**src/rtl/rv32i_types.sv**
```systemverilog
// Shared RV32I types for the memory stage.
//   mem_ctrl_state_t    - memory-stage controller states
//   load_funct3_t       - funct3 encodings of the load instructions
//   store_funct3_t      - funct3 encodings of the store instructions
//   ex_mem_pipeline_reg - EX/MEM register fields consumed by the memory stage
//   is_misaligned()     - access-size alignment check shared by loads and stores
package rv32i_types;

  localparam int unsigned Xlen = 32;

  typedef enum logic [1:0] {
    StIdle,
    StBusy,
    StHold
  } mem_ctrl_state_t;

  typedef enum logic [2:0] {
    Lb  = 3'b000,
    Lh  = 3'b001,
    Lw  = 3'b010,
    Lbu = 3'b100,
    Lhu = 3'b101
  } load_funct3_t;

  typedef enum logic [2:0] {
    Sb = 3'b000,
    Sh = 3'b001,
    Sw = 3'b010
  } store_funct3_t;

  typedef struct packed {
    logic            valid;
    logic            mem_read;
    logic            mem_write;
    logic [2:0]      funct3;
    logic [Xlen-1:0] alu_out;
    logic [Xlen-1:0] rs2_out;
  } ex_mem_pipeline_reg;

  // funct3[1:0] is the access size for both loads and stores: 01 = half, 10 = word.
  function automatic logic is_misaligned(logic [1:0] size, logic [1:0] off);
    logic bad;
    unique case (size)
      2'b01:   bad = off[0];
      2'b10:   bad = (off != 2'b00);
      default: bad = 1'b0;
    endcase
    return bad;
  endfunction

endpackage

```
**src/rtl/load_align.sv**
```systemverilog
// Load data alignment and extension.
//   funct3 - load type (LB/LH/LW/LBU/LHU)
//   off    - byte offset of the access within the word
//   rdata  - raw word returned by memory
//   data   - lane-shifted, sign/zero-extended load result
module load_align
  import rv32i_types::*;
#(
  parameter int unsigned XLEN = 32
) (
  input  logic [2:0]      funct3,
  input  logic [1:0]      off,
  input  logic [XLEN-1:0] rdata,
  output logic [XLEN-1:0] data
);

  logic [XLEN-1:0] shifted;

  assign shifted = rdata >> {off, 3'b000};

  always_comb begin
    data = '0;
    unique case (load_funct3_t'(funct3))
      Lb:      data = {{(XLEN-8){shifted[7]}}, shifted[7:0]};
      Lbu:     data = {{(XLEN-8){1'b0}}, shifted[7:0]};
      Lh:      data = {{(XLEN-16){shifted[15]}}, shifted[15:0]};
      Lhu:     data = {{(XLEN-16){1'b0}}, shifted[15:0]};
      Lw:      data = shifted;
      default: data = '0;
    endcase
  end

endmodule

```
**src/rtl/mem_stage_ctrl.sv**
```systemverilog
// Memory-stage controller: turns the EX/MEM bundle into one data-memory transaction per
// instruction and hands aligned load data to MEM/WB.
//   clk, rst_n      - clock, asynchronous active-low reset
//   ex_mem          - EX/MEM register output
//   advance         - pipeline registers load this cycle
//   dmem_*          - registered memory request (addr/read/write/wmask/wdata), rdata/resp back
//   mem_stall       - freeze the pipeline while a transaction is outstanding
//   load_data       - aligned, extended load result (valid in HOLD, else 0)
//   misaligned      - current access is misaligned; no request is issued
module mem_stage_ctrl
  import rv32i_types::*;
#(
  parameter int unsigned XLEN = 32
) (
  input  logic               clk,
  input  logic               rst_n,
  input  ex_mem_pipeline_reg ex_mem,
  input  logic               advance,
  output logic [XLEN-1:0]    dmem_addr,
  output logic               dmem_read,
  output logic               dmem_write,
  output logic [3:0]         dmem_wmask,
  output logic [XLEN-1:0]    dmem_wdata,
  input  logic [XLEN-1:0]    dmem_rdata,
  input  logic               dmem_resp,
  output logic               mem_stall,
  output logic [XLEN-1:0]    load_data,
  output logic               misaligned
);

  mem_ctrl_state_t state_q, state_d;
  logic            read_q, read_d, write_q, write_d;
  logic [XLEN-1:0] addr_q, addr_d, wdata_q, wdata_d, load_data_q, load_data_d;
  logic [3:0]      wmask_q, wmask_d;
  logic [2:0]      funct3_q, funct3_d;
  logic [1:0]      off_q, off_d;

  logic [1:0]      off;
  logic            mem_op, access;
  logic [3:0]      store_mask;
  logic [XLEN-1:0] aligned;

  assign off        = ex_mem.alu_out[1:0];
  assign mem_op     = ex_mem.valid & (ex_mem.mem_read | ex_mem.mem_write);
  assign misaligned = mem_op & is_misaligned(ex_mem.funct3[1:0], off);
  assign access     = mem_op & ~misaligned;

  always_comb begin
    store_mask = 4'b0000;
    unique case (store_funct3_t'(ex_mem.funct3))
      Sb:      store_mask = 4'b0001 << off;
      Sh:      store_mask = 4'b0011 << off;
      Sw:      store_mask = 4'b1111;
      default: store_mask = 4'b0000;
    endcase
  end

  // Aligns from the captured funct3/offset so the result does not depend on ex_mem
  // staying frozen during BUSY.
  load_align #(
    .XLEN (XLEN)
  ) u_load_align (
    .funct3 (funct3_q),
    .off    (off_q),
    .rdata  (dmem_rdata),
    .data   (aligned)
  );

  always_comb begin
    state_d     = state_q;
    read_d      = read_q;
    write_d     = write_q;
    addr_d      = addr_q;
    wmask_d     = wmask_q;
    wdata_d     = wdata_q;
    funct3_d    = funct3_q;
    off_d       = off_q;
    load_data_d = load_data_q;
    mem_stall   = 1'b0;

    unique case (state_q)
      StIdle: begin
        mem_stall = access;
        if (access) begin
          state_d  = StBusy;
          read_d   = ex_mem.mem_read;
          write_d  = ex_mem.mem_write;
          addr_d   = {ex_mem.alu_out[XLEN-1:2], 2'b00};
          wmask_d  = ex_mem.mem_write ? store_mask : 4'b0000;
          wdata_d  = ex_mem.mem_write ? (ex_mem.rs2_out << {off, 3'b000}) : '0;
          funct3_d = ex_mem.funct3;
          off_d    = off;
        end
      end
      StBusy: begin
        // advance is ignored here: the transaction always completes first.
        mem_stall = 1'b1;
        if (dmem_resp) begin
          state_d     = StHold;
          read_d      = 1'b0;
          write_d     = 1'b0;
          load_data_d = read_q ? aligned : '0;
        end
      end
      StHold: begin
        if (advance) begin
          state_d = StIdle;
        end
      end
      default: state_d = StIdle;
    endcase
  end

  always_ff @(posedge clk or negedge rst_n) begin
    if (!rst_n) begin
      state_q     <= StIdle;
      read_q      <= 1'b0;
      write_q     <= 1'b0;
      addr_q      <= '0;
      wmask_q     <= 4'b0000;
      wdata_q     <= '0;
      funct3_q    <= 3'b000;
      off_q       <= 2'b00;
      load_data_q <= '0;
    end else begin
      state_q     <= state_d;
      read_q      <= read_d;
      write_q     <= write_d;
      addr_q      <= addr_d;
      wmask_q     <= wmask_d;
      wdata_q     <= wdata_d;
      funct3_q    <= funct3_d;
      off_q       <= off_d;
      load_data_q <= load_data_d;
    end
  end

  assign dmem_addr  = addr_q;
  assign dmem_read  = read_q;
  assign dmem_write = write_q;
  assign dmem_wmask = wmask_q;
  assign dmem_wdata = wdata_q;
  assign load_data  = (state_q == StHold) ? load_data_q : '0;

endmodule

```
**config.mk**
```make
export PLATFORM = sky130hd
export DESIGN_NAME = mem_stage_ctrl
export DESIGN_NICKNAME = d
export VERILOG_FILES = /design/src/rtl/rv32i_types.sv /design/src/rtl/load_align.sv /design/src/rtl/mem_stage_ctrl.sv
export SDC_FILE = /design/constraint.sdc
export NUM_CORES = 1
export LEC_CHECK = 0
export BUFFER_PORTS_ARGS = -buffer_cell sky130_fd_sc_hd__buf_4
export CORE_MARGIN = 2
export CORE_UTILIZATION = 50
export CTS_CLUSTER_DIAMETER = 50
export DETAILED_ROUTE_END_ITERATION = 8
export PLACE_DENSITY = 0.81
export SYNTH_ARGS = -nofsm -noshare
export SYNTH_HDL_FRONTEND = slang
export SYNTH_SLANG_ARGS = --single-unit
```
**constraint.sdc**
```tcl
create_clock -name clk -period 2.2 [get_ports clk]
set_input_delay 0.44 -clock clk [delete_from_list [all_inputs] [get_ports clk]]
set_output_delay 0.44 -clock clk [all_outputs]
set_load 0.01 [all_outputs]
```
### Yosys cells after proc, flatten, opt, wreduce, memory -nomap -nowiden

Cells that the tools add are included.
Widths: inputs -> output; s select.

* input bits: 106
* word-level logic and storage cells: 57
* register bits: 107

* shifts and indexed selects: 4
* muxes and demuxes: 17
* equal/unequal tests: 13
* reduce and logical (&&, ||, !) cells: 9
* bitwise gates (word level): 5

Operators with widths (count)
* $pmux 32 s5: 1
* $mux 32: 3
* $shl 32x5->32: 1
* $shr 32x5->32: 1
* $pmux 4 s3: 1
* $pmux 1 s2: 4
* $eq 3x1->1 const B: 2
* $eq 3x2->1 const B: 2
* $eq 3x3->1 const B: 2
* $logic_not 3->1: 2
* $mux 2: 3
* $ne 2x2->1 const B: 3
* $pmux 2 s3: 1
* $reduce_and 3->1: 2
* $eq 2x1->1 const B: 2
* $eq 2x2->1 const B: 2
* $mux 4: 1
* $reduce_and 2->1: 2
* $reduce_bool 2->1: 2
* $shl 1x2->4 const A: 1
* $shl 2x2->4 const A: 1
* $and 1x1->1: 3
* $mux 1: 3
* $logic_not 2->1: 1
* 2 further kinds: 2

### Depth between registers and ports, before layout

Gate-level depths: netlist of run 1.

* depth in word-level cells: 7
* mapped depth: 8
* gate-level depth less buffers: 6

### By module

A second synthesis of run 1 with hierarchy kept.

* cell total of the unflattened synthesis: 572
* area, all modules: 6162.2 sq um

Modules (own cells, without submodules)
* mem_stage_ctrl: area each 5245.0 sq um, seq. area each 2677.6 sq um, times used 1, cells an instance 457
* load_align: area each 917.1 sq um, seq. area each 0.0 sq um, times used 1, cells an instance 115

### Worst setup path before layout of run 1

No wires, ideal clock.

* path kind: input port to flip-flop
* start point: in ex_mem[64] in the netlist's numbering
* end point: reg wmask_q[0] (netlist: dmem_wmask[0])
* library setup time: 0.128 ns
* arrival time: 1.867 ns
* required time: 2.072 ns
* path slack: 0.205 ns
* cell stages on the path: 7
* cell sequence: inv_1 -> ha_1 -> a21bo_2 -> nor4b_1 -> buf_2 -> buf_4 -> mux2_1

* word-level cells in the longest chain between the ends: 6
* elaborated cells on any way between the ends: 12
* classes of those cells: eq/ne: 4; mux: 3; bitwise: 3; reduce/logical: 2

Ends and longest elaborated chain
* start, declared: RTL line mem_stage_ctrl.sv:17 `input ex_mem_pipeline_reg ex_mem,`
* $eq 2x2->1 or $eq 2x1->1 (tied branches): RTL line rv32i_types.sv:43 `unique case (size)`
* $pmux 1 s2: RTL line rv32i_types.sv:43
* $and 1x1->1: RTL line mem_stage_ctrl.sv:45 `assign misaligned = mem_op & is_misaligned(ex_mem.funct3[1:0], off);`
* $not 1->1: RTL line mem_stage_ctrl.sv:46 `assign access = mem_op & ~misaligned;`
* $and 1x1->1: RTL line mem_stage_ctrl.sv:46
* $reduce_and 2->1 (no line)
* end signal, assigned: RTL line mem_stage_ctrl.sv:130 `wmask_q <= wmask_d;`
* end, declared: RTL line mem_stage_ctrl.sv:34 `logic [3:0] wmask_q, wmask_d;`

Parallel ways exist; a longest one is shown, timed or not.
A chain may end at the register's enable or synchronous reset.

### Final worst setup path of run 1

* start point: reg state_q[1]
* end point: reg load_data_q[17]

* word-level cells in the longest chain between the ends: 2

Ends and longest elaborated chain
* start, declared: RTL line mem_stage_ctrl.sv:31 `mem_ctrl_state_t state_q, state_d;`
* start signal, assigned: RTL line mem_stage_ctrl.sv:116 `state_q <= StIdle;`
* start signal, assigned: RTL line mem_stage_ctrl.sv:126 `state_q <= state_d;`
* $eq 2x1->1: RTL line mem_stage_ctrl.sv:81 `unique case (state_q)`
* $reduce_and 2->1 (no line)
* end signal, assigned: RTL line mem_stage_ctrl.sv:134 `load_data_q <= load_data_d;`
* end, declared: RTL line mem_stage_ctrl.sv:33 `logic [XLEN-1:0] addr_q, addr_d, wdata_q, wdata_d, load_data_q, load_data_d;`

No other way between the ends.

==> impl_results.md, run 1 <==
* Cell-by-cell trace of the critical path: nand4b_2 > nor3_1 > a221o_1
* Worst r2r src: state_q[1]
* Util after Layout at 0.695
* Critical path type: reg2reg
* WP data arrival at 2350 ps
* Final non-filler cell total at 854
* Router iterations before antenna repair at 5
* Final WL at 14.9 mm
* CTS Buffer Depth at 2
* Mapped Cells at 499
* # IOs at 210
* YS warnings at 0
* Share of post-route cells with drive strength above 1 at 0.388
* Maximum clock rate at 490 MHz
* Grt ovf at 0
* CTS H-tree lvls at 3
* Area of the mapped netlist at roughly 0.0056 mm^2
* Post-CTS Setup Repair Bufs at 0
* Post-synth EDFFs at 0
* Chip height at around 110 um
* Initial antenna violation count at 0
* DP Area at 0.00739 mm^2
* Root buf cell: clkbuf_8
* Total power divided by cell area at 1070 mW/mm^2
* ANT cells at 0
* Starting Density at 0.513
* Status: finished clean
* Setup TNS at 0 ps
* Worst skew pair latency at 370 ps
* M2 GR Usage at 0.434
* Reg2reg setup slack at approximately 160 ps
* Sequential-to-total area share from yosys stat at 0.479
* PortBufs at between 200 and 250
* Async SR Flop Fraction at 1.00
* FF-to-FF path depth at 3
* Dominant synthesized flop cell: dfrtp_1
* Post_cts resized at 0
* Die Area at 0.0120 mm^2
* Inst Count DP at 837
* Top cells by instance count after synthesis: dfrtp_1, mux2i_1, nand2_1
* Crit path largest cell delay at about 950 ps
* Cell Rows at 38
* Post-route cell area at 0.00757 mm^2
* Syn_area_per_cell at 11.2 um^2
* Worst R2R End: load_data_q[17]
* Number of global-route vias before repair at 4564
* PnR worst setup slack at about 160 ps
* Via density at 5.48
* Top-count cell post-synth: dfrtp_1
* Layer with the highest usage: met2
* Wire per inst at approximately 17 um
* Period Utilization, post-route at 0.928
* Final worst clock skew at 10.2 ps
* Worst hold slack at 277 ps
* CTS Sinks at 107
* Slew margin rel. at 0.244
* CORE AREA at roughly 0.011 mm^2
* Hold Path Sink: state_q[1]
* Slew @ Worst Pin at 1130 ps
* Fin crit period at 2040 ps
* Clk slew on worst S/H paths at approximately 100 ps
* Routed vias at about 4.7k
* Cell type with the largest total area after synthesis: dfrtp_1
* Hold path depth at 2
* Worst path slowest cell: nor3_1
* Post-DP HPWL at 11.5 mm
* Final hold violation count at 0
* Synth top area share at 0.479
* WP data required at 2500 ps
* Total power at 8.11 mW
* Crit path max fanout at 8
* Max-cap check violation count at 0
* RSZ-0062 raised after global routing: no
* Yosys cell types at 44
* Max Slew Vio Count at 0
* Layout Nets at 818
* TritonCTS Buffers at 9
* Largest net degree at the start of global routing at 72
* CTS tree: yes
* CP bufs+invs at 0
* Total GRT Usage at 0.254
* Leak at approximately 3.8 nW
* Layout area overhead at 35.5%
* Min-delay src: advance
* Number of routed nets with antenna violations at 0
* CP Capture Type: flip-flop
* Critical path launch point type: flip-flop
* HP Class: in2reg
* M1 GR Usage at 0.329
* Area contributors post-synth: dfrtp_1, mux2i_1, mux2_1
* Global-route wire length before repair at 23.4 mm
* Seq cells post-synth at 107
* # setup viols final at 0
* Residual DRC at 0
* Die Width at approximately 110 um
* GR Layer Usage met3 at 0.0516
* Worst vdd ir at around 0.00069 V
* CP top delay family: simple AND/OR/NAND/NOR gates
* Placer Congestion at 0.870
* Dpl ws at -50.5 ps
* DR iter-0 viols at about 260
[what timing repair did]
action                                 CTS  global route
setup endpoints to repair                0             0
hold buffers                             1             0
endpoints found under the hold margin   14             0
[area by class of cell]
type,count,area [um^2]
Inverter,31,116
Multi-Input combinational cell,327,2620
Sequential cell,107,2680
Clock buffer,10,128
Timing Repair Buffer,233,1810
Tap cell,140,175
Clock inverter,6,40.0
Fill cell,810,3320
[cells by family (layout without fill, tap and decap cells)]
group,count (synthesis),after routing,synth area share
AO/OA/AOI/OAI,72,72,0.103
adder cells (fa/ha/maj),3,3,0.00672
AND/OR/NAND/NOR,124,124,0.114
multiplexers,124,124,0.239
other,1,2,0.000671
buffers and inverters,66,280,0.0542
flip-flops,107,107,0.479
XOR/XNOR,2,2,0.00314
[worst max-delay path by stage]
stage,start,to,slack (ps),cells after the start
after detailed placement,ex_mem[64],dmem_addr[8],-50,8
after floorplan,ex_mem[64],dmem_wmask[0],210,7
after CTS,state_q[1],load_data_q[17],130,3
after global routing,state_q[1],load_data_q[17],50,3
final,state_q[1],load_data_q[17],160,3
after global placement,ex_mem[64],funct3_q[0],50,8
[power breakdown]
part | leakage, nW | switching, mW | internal (mW)
clock network | 0.0868 | 0.683 | 0.416
registers | 1.38 | 0.542 | 2.81
logic | 2.32 | 1.71 | 1.94
[sequential cells by signal, indices dropped and copies added (netlist names)]
| name | flops |
|---|---|
| dmem_wdata | 32 |
| load_data_q | 32 |
| dmem_addr | 30 |
| dmem_wmask | 4 |
| funct3_q | 3 |
| off_q | 2 |
| state_q | 2 |
| dmem_read | 1 |
| dmem_write | 1 |
[routing by layer]
layer | vias up | part of all wire
met5 | - | 0
met4 | 0 | 0.0084
met3 | 8 | 0.088
met2 | 214 | 0.50
met1 | 2300 | 0.40
li1 | 2159 | -
[placed cells by master, fill, tap and decap left out, types with 3 or more instances in the layout]
cell type  count
o2bb2ai_1      9
clkbuf_8       9
ha_1           3
inv_1         31
o211ai_1       8
a21oi_1        4
and2_1        38
buf_12         5
nand2_1       45
dfrtp_1      107
mux2i_1       59
clkinv_2       3
nor2_1        19
mux2_1        44
nor2b_1        3
a22o_1         8
nand3_1        6
o21ai_0       15
mux2_2        20
a221o_1       16
buf_4        227
(Power assumes the default switching activity.)
==> run 2, diff against run 1 <==
CTS_CLUSTER_DIAMETER = default   (was 50)
PLACE_DENSITY = default   (was 0.81)
PLACE_DENSITY_LB_ADDON = 0.25   (was default)
==> run 2 against run 1 <==
  * Sequential power is essentially flat
  * Combinational power shrank 1%
  * Non-clock buffer count shrank 4
  * Routed wire length shrank 3.2%
  * Cell count shrank 0.59%
  * Register-to-register slack is essentially flat
  * Highest routed layer unchanged
==> impl_results.md, run 2 (synthesis gave the netlist of run 1 again) <==
* Total power divided by cell area at 1090 mW/mm^2 (+2.1%)
* Slew margin rel. at 0.264 (+0.0201)
* PnR worst setup slack at 171 ps (+13.3 ps)
* CTS Buffer Depth at 2 (unchanged)
* CTS Sinks at 107 (unchanged)
* Inst Count DP at 834 (-0.36%)
* Status: finished clean
* Fin crit period at 2030 ps (-13.3 ps)
* FF-to-FF path depth at 3 (unchanged)
* Leak at 3.79 nW (about the same)
* Via density at 5.42 (-1.2%)
* Total power at 8.28 mW (+2.2%)
* Number of global-route vias before repair at 4690 (+2.8%)
* Max Slew Vio Count at 0 (unchanged)
* Layer with the highest usage: met2
* Fillers at 813 (+0.37%)
* Worst r2r src: state_q[1]
* Chip height at 110 um (unchanged)
* Residual DRC at 0 (unchanged)
* Share of post-route cells with drive strength above 1 at 0.386 (-0.00150)
* Root buf cell: clkbuf_8
* WP data required at 2500 ps (about the same)
* CP Capture Type: flip-flop
* Final non-filler cell total at 849 (-0.59%)
* Combinational fraction of design power at 0.436 (-0.015)
* Worst vdd ir at 0.000615 V (-11%)
* Critical path launch point type: flip-flop
* Cell Rows at 38 (unchanged)
* M2 GR Usage at 0.422 (-0.0123)
* M1 GR Usage at 0.306 (-0.0229)
* # IOs at 210 (unchanged)
* Post_cts resized at 0 (unchanged)
* Initial antenna violation count at 0 (unchanged)
* Reg2reg setup slack at 170 ps (about the same)
* DP Area at 0.00735 mm^2 (-0.47%)
* Post-route cell area at 0.00757 mm^2 (about the same)
* Dpl ws at -60.0 ps (-9.49 ps)
* P_int at 5.40 mW (+4.4%)
* Wire per inst at 17.0 um (-2.6%)
* Post-DP HPWL at 11.2 mm (-2.5%)
* CTS hold repair buffers at 0 (-1)
* HP Class: in2async
* Worst skew pair latency at 370 ps (about the same)
* Crit path max fanout at 8 (unchanged)
* Grt ovf at 0 (unchanged)
* Router iterations before antenna repair at 5 (unchanged)
* Layout Nets at 814 (-0.49%)
* CTS H-tree lvls at 3 (unchanged)
* Switching power at 2.88 mW (-1.8%)
* Most common cell after layout, fill and taps aside: buf_4
* Commonest non-fill, non-tap cells in the layout: buf_4, dfrtp_1, mux2i_1
* Switching share of total power at 0.348 (-0.0140)
* Global-route wire length before repair at 23.0 mm (-1.6%)
* DR iter-0 viols at 181 (-30%)
* Clk slew on worst S/H paths at 90 ps (about the same)
* Clk pwr share at 0.158 (+0.022)
* ANT cells at 0 (unchanged)
* Worst R2R End: load_data_q[17]
* Final WL at 14.4 mm (-3.2%)
* Period Utilization, post-route at 0.922 (-0.00603)
* Number of routed nets with antenna violations at 0 (unchanged)
* Routed vias at 4599 (-1.8%)
* Total GRT Usage at 0.246 (-0.00813)
* Sequential share of power at 0.406 (-0.008)
* Die Area at 0.0120 mm^2 (unchanged)
* Critical path type: reg2reg
* Final worst clock skew at 11.0 ps (+0.874 ps)
* CTS tree: yes
* Maximum clock rate at 493 MHz (+0.65%)
* Layout area overhead at 35.5% (about the same)
* Slew @ Worst Pin at 1100 ps (-29.9 ps)
* Max-cap check violation count at 0 (unchanged)
* RSZ-0062 raised after global routing: no
* Starting Density at 0.513 (unchanged)
* Worst hold slack at 28.7 ps (-248 ps)
* TritonCTS Buffers at 9 (unchanged)
* Die Width at 110 um (unchanged)
* CORE AREA at 0.0109 mm^2 (unchanged)
* Post-CTS Setup Repair Bufs at 0 (unchanged)
* Final hold violation count at 0 (unchanged)
* WP data arrival at 2330 ps (-20 ps)
* # setup viols final at 0 (unchanged)
* Largest net degree at the start of global routing at 47 (-35%)
* Placer Congestion at 0.862 (-0.94%)
* GR Layer Usage met3 at 0.0427 (-0.00889)
* PortBufs at 207 (unchanged)
run 2: power groups by stage:
stage / clock (mW) / combinational (mW) / sequential, mW
after CTS: 1.34 / 3.66 / 3.37
final: 1.31 / 3.61 / 3.36
after global routing: 1.40 / 3.92 / 3.47
after floorplan: 0 / 1.82 / 3.49
after detailed placement: 0 / 3.65 / 3.39
after global placement: 0 / 3.54 / 3.35
run 2: layout make-up:
cell class	instances	area (um^2)	share of cell area
sequential	107	2680	0.354
multi-input combinational	327	2620	0.346
clock inverter	5	77.6	0.0102
timing repair buffer	229	1770	0.234
clock buffer	10	138	0.0182
inverter	31	116	0.0154
tap	140	175	0.0231
run 2: per-stage QoR:
| step | setup TNS, ps | utilization |
|---|---|---|
| 5_1_grt | 0 | 0.695 |
| 4_1_cts | 0 | 0.695 |
| 2_1_floorplan | 0 | - |
| 3_5_place_dp | -995 | 0.675 |
| 3_3_place_gp | 0 | 0.675 |
| 6_report | 0 | 0.695 |
run 2: metal layers:
layer	share of wire	vias to the layer above
li1	-	2151
met1	0.40	2238
met2	0.50	179
met3	0.073	31
met4	0.027	0
met5	0	-
run 2: worst max-delay path by stage:
stage | from | to
after floorplan | ex_mem[64] | dmem_wmask[0]
after CTS | state_q[1] | load_data[7]
after detailed placement | ex_mem[64] | dmem_addr[15]
after global routing | state_q[1] | load_data_q[17]
after global placement | ex_mem[64] | dmem_addr[15]
final | state_q[1] | load_data_q[17]
run 2: worst max-delay path, stage by stage, from the launching register on:
cell	delay, ps
dfrtp_1	440
nand4b_2	300
nor3_1	930
a221o_1	290
==> run 3, diff against run 2 <==
CORE_MARGIN = 5   (was 2)
CORE_UTILIZATION = 52   (was 50)
CTS_BUF_LIST = sky130_fd_sc_hd__clkbuf_4 sky130_fd_sc_hd__clkbuf_8   (was default)
SYNTH_HIERARCHICAL = 1   (was default)
==> run 3 against run 2 <==
  * Sequential power fell by 1%
  * Worst hold slack improved by 200 ps
  * Maximum frequency fell by 5.3%
  * Cell count rose by 7.3%
==> impl_results.md, run 3 <==
* Seq cells post-synth at 107 (unchanged)
* Period Utilization, post-route at 0.974 (+0.0512)
* Status: finished clean
* Most common cell after layout, fill and taps aside: buf_4
* CP Capture Type: output pin
* Final worst clock skew at 13.9 ps (+2.84 ps)
* Router iterations before antenna repair at 4 (-1)
* Total power at 8.67 mW (+4.6%)
* Max Slew Vio Count at 0 (unchanged)
* Async SR Flop Fraction at 1.00 (unchanged)
* Yosys cell types at 49 (+11%)
* ANT cells at 0 (unchanged)
* Setup TNS at 0 ps (unchanged)
* Grt ovf at 0 (unchanged)
* Dpl ws at -86.8 ps (-26.9 ps)
* Max-cap check violation count at 0 (unchanged)
* Util after Layout at 0.699 (+0.00359)
* Area of the mapped netlist at 0.00616 mm^2 (+10%)
* Layout area overhead at 30.6%
* CORE AREA at 0.0115 mm^2 (+5.8%)
* Share of post-route cells with drive strength above 1 at 0.441 (+0.0549)
* Slew margin rel. at 0.522 (+0.258)
* Total GRT Usage at 0.226 (-0.0201)
* Clk pwr share at 0.132 (-0.026)
* Post-DP HPWL at 12.3 mm (+9.7%)
* Post-route cell area at 0.00805 mm^2 (+6.3%)
* Layout Nets at 873 (+7.2%)
* Number of routed nets with antenna violations at 0 (unchanged)
* Leak at 4.03 nW (+6.5%)
* Residual DRC at 0 (unchanged)
* Inst Count DP at 895 (+7.3%)
* PnR worst setup slack at 57.9 ps (-113 ps)
* TritonCTS Buffers at 9 (unchanged)
* Post-CTS Setup Repair Bufs at 0 (unchanged)
* Final WL at 16.3 mm (+13%)
* Synth top area share at 0.435 (-0.0449)
* Fillers at 881 (+8.4%)
* # setup viols final at 0 (unchanged)
* WP data arrival at 1700 ps (-630 ps)
* Wire per inst at 17.8 um (+5.0%)
* CTS Buffer Depth at 2 (unchanged)
* Top cells by instance count after synthesis: dfrtp_1, nand2_1, mux2_4
* Switching share of total power at 0.373 (+0.0248)
* Sequential-to-total area share from yosys stat at 0.435 (-0.0449)
* Mapped Cells at 572 (+15%)
* Combinational fraction of design power at 0.486 (+0.050)
* CTS Sinks at 107 (unchanged)
* Routed vias at 5063 (+10%)
* CTS H-tree lvls at 3 (unchanged)
* HP Class: in2reg
* RSZ-0062 raised after global routing: no
* CTS tree: yes
* Starting Density at 0.535 (+0.0221)
* Largest net degree at the start of global routing at 67 (+43%)
* YS warnings at 6 (+6)
* Area contributors post-synth: dfrtp_1, mux2_4, mux2i_1
* Clk slew on worst S/H paths at 110 ps (+20 ps)
* Switching power at 3.23 mW (+12%)
* DP Area at 0.00783 mm^2 (+6.5%)
* # IOs at 210 (unchanged)
* Chip height at 119 um (+8.4%)
* Dominant synthesized flop cell: dfrtp_1
* Post-synth EDFFs at 0 (unchanged)
* Cell Rows at 39 (+2.6%)
* WP data required at 1760 ps (-740 ps)
* Fin crit period at 2140 ps (+113 ps)
* Worst skew pair latency at 380 ps (about the same)
* Die Width at 119 um (+8.4%)
* Worst vdd ir at 0.000676 V (+10%)
* Total power divided by cell area at 1080 mW/mm^2 (-1.6%)
* Initial antenna violation count at 0 (unchanged)
* Reg2reg setup slack at 180 ps (about the same)
* Final hold violation count at 0 (unchanged)
* Root buf cell: clkbuf_8
* Worst hold slack at 227 ps (+198 ps)
* Global-route wire length before repair at 26.0 mm (+13%)
* Commonest non-fill, non-tap cells in the layout: buf_4, dfrtp_1, nand2_1
* Placer Congestion at 0.932 (+8.1%)
* Slew @ Worst Pin at 697 ps (-398 ps)
* Syn_area_per_cell at 10.8 um^2 (-3.8%)
* Via density at 5.56 (+2.6%)
* Crit path max fanout at 3 (-5)
* Maximum clock rate at 467 MHz (-5.3%)
* P_int at 5.44 mW (+0.66%)
* Top-count cell post-synth: dfrtp_1
* Number of global-route vias before repair at 5141 (+9.6%)
* Final non-filler cell total at 911 (+7.3%)
* Die Area at 0.0141 mm^2 (+17%)
* PortBufs at 207 (unchanged)
* Critical path launch point type: input pin
* Critical path type: in2out
* DR iter-0 viols at 353 (+95%)
* Sequential share of power at 0.382 (-0.024)
* Cell type with the largest total area after synthesis: dfrtp_1
-- run 3: cell types whose count changed in the layout (fill, tap and decap cells not counted), moves of 24 or more --
cell,change
mux2_1,-43
mux2i_1,-24
o21ai_0,+26
mux2_4,+48
nand2_1,+31
inv_1,-27
-- run 3: kinds of logic (layout without fill, tap and decap cells) --
logic type               count (synthesis)  in the layout  share of synthesized area
buffers and inverters                   58            253                     0.0520
AO/OA/AOI/OAI                          117            117                      0.135
other                                    1              2                   0.000609
flip-flops                             107            107                      0.435
multiplexers                           112            112                      0.227
XOR/XNOR                                 1              1                    0.00142
adder cells (fa/ha/maj)                  3              3                    0.00609
AND/OR/NAND/NOR                        173            173                      0.144
-- run 3: critical path, stage by stage --
cell and delay [ps]:
buf_4 130, inv_4 60, ha_4 200, and3_4 140, buf_4 130, or3_4 340, a21oi_2 140, buf_4 130
-- run 3: final cells by class --
class / instances / area [um^2] / share of cell area
clock buffers: 10 / 138 / 0.0171
clock inverters: 5 / 37.5 / 0.00466
inverters: 7 / 31.3 / 0.00389
multi-input cells: 408 / 3200 / 0.397
flip-flops and latches: 107 / 2680 / 0.333
well taps: 143 / 179 / 0.0222
repair buffers: 231 / 1790 / 0.222
-- run 3: final timing paths --
kind / endpoint / start / depth (start not counted)
worst max-delay path: mem_stall / ex_mem[65] / 8
worst min-delay path: state_q[0] / dmem_resp / 2
worst max register to register: dmem_addr[9] / state_q[1] / 4
worst min register to register: load_data_q[23] / load_data_q[23] / 2
max in group asynchronous: funct3_q[1] / rst_n / 3
min in group asynchronous: dmem_addr[12] / rst_n / 2
-- run 3: power by group through the flow --
stage	clock, mW	combinational, mW	sequential (mW)
4_1_cts	1.18	4.24	3.31
3_5_place_dp	0	4.23	3.32
5_1_grt	1.25	4.55	3.41
2_1_floorplan	0	2.60	3.38
6_report	1.14	4.21	3.31
3_3_place_gp	0	4.14	3.31
-- run 3: timing repair --
item                                    4_1_cts  5_1_grt
pin swaps                                     3        2
resized for setup                             6        2
endpoints found under the setup margin        1        1
hold buffers                                  1        0
hold endpoints to repair                     19        0
-- run 3: routing by layer --
metal / vias up / wire length [um] / GRT usage
met3: 23 / 1120 / 0.0517
met4: 0 / 330 / 0.0797
met2: 190 / 8090 / 0.372
met5: - / 0 / 0
met1: 2435 / 6710 / 0.294
li1: 2415 / - / -
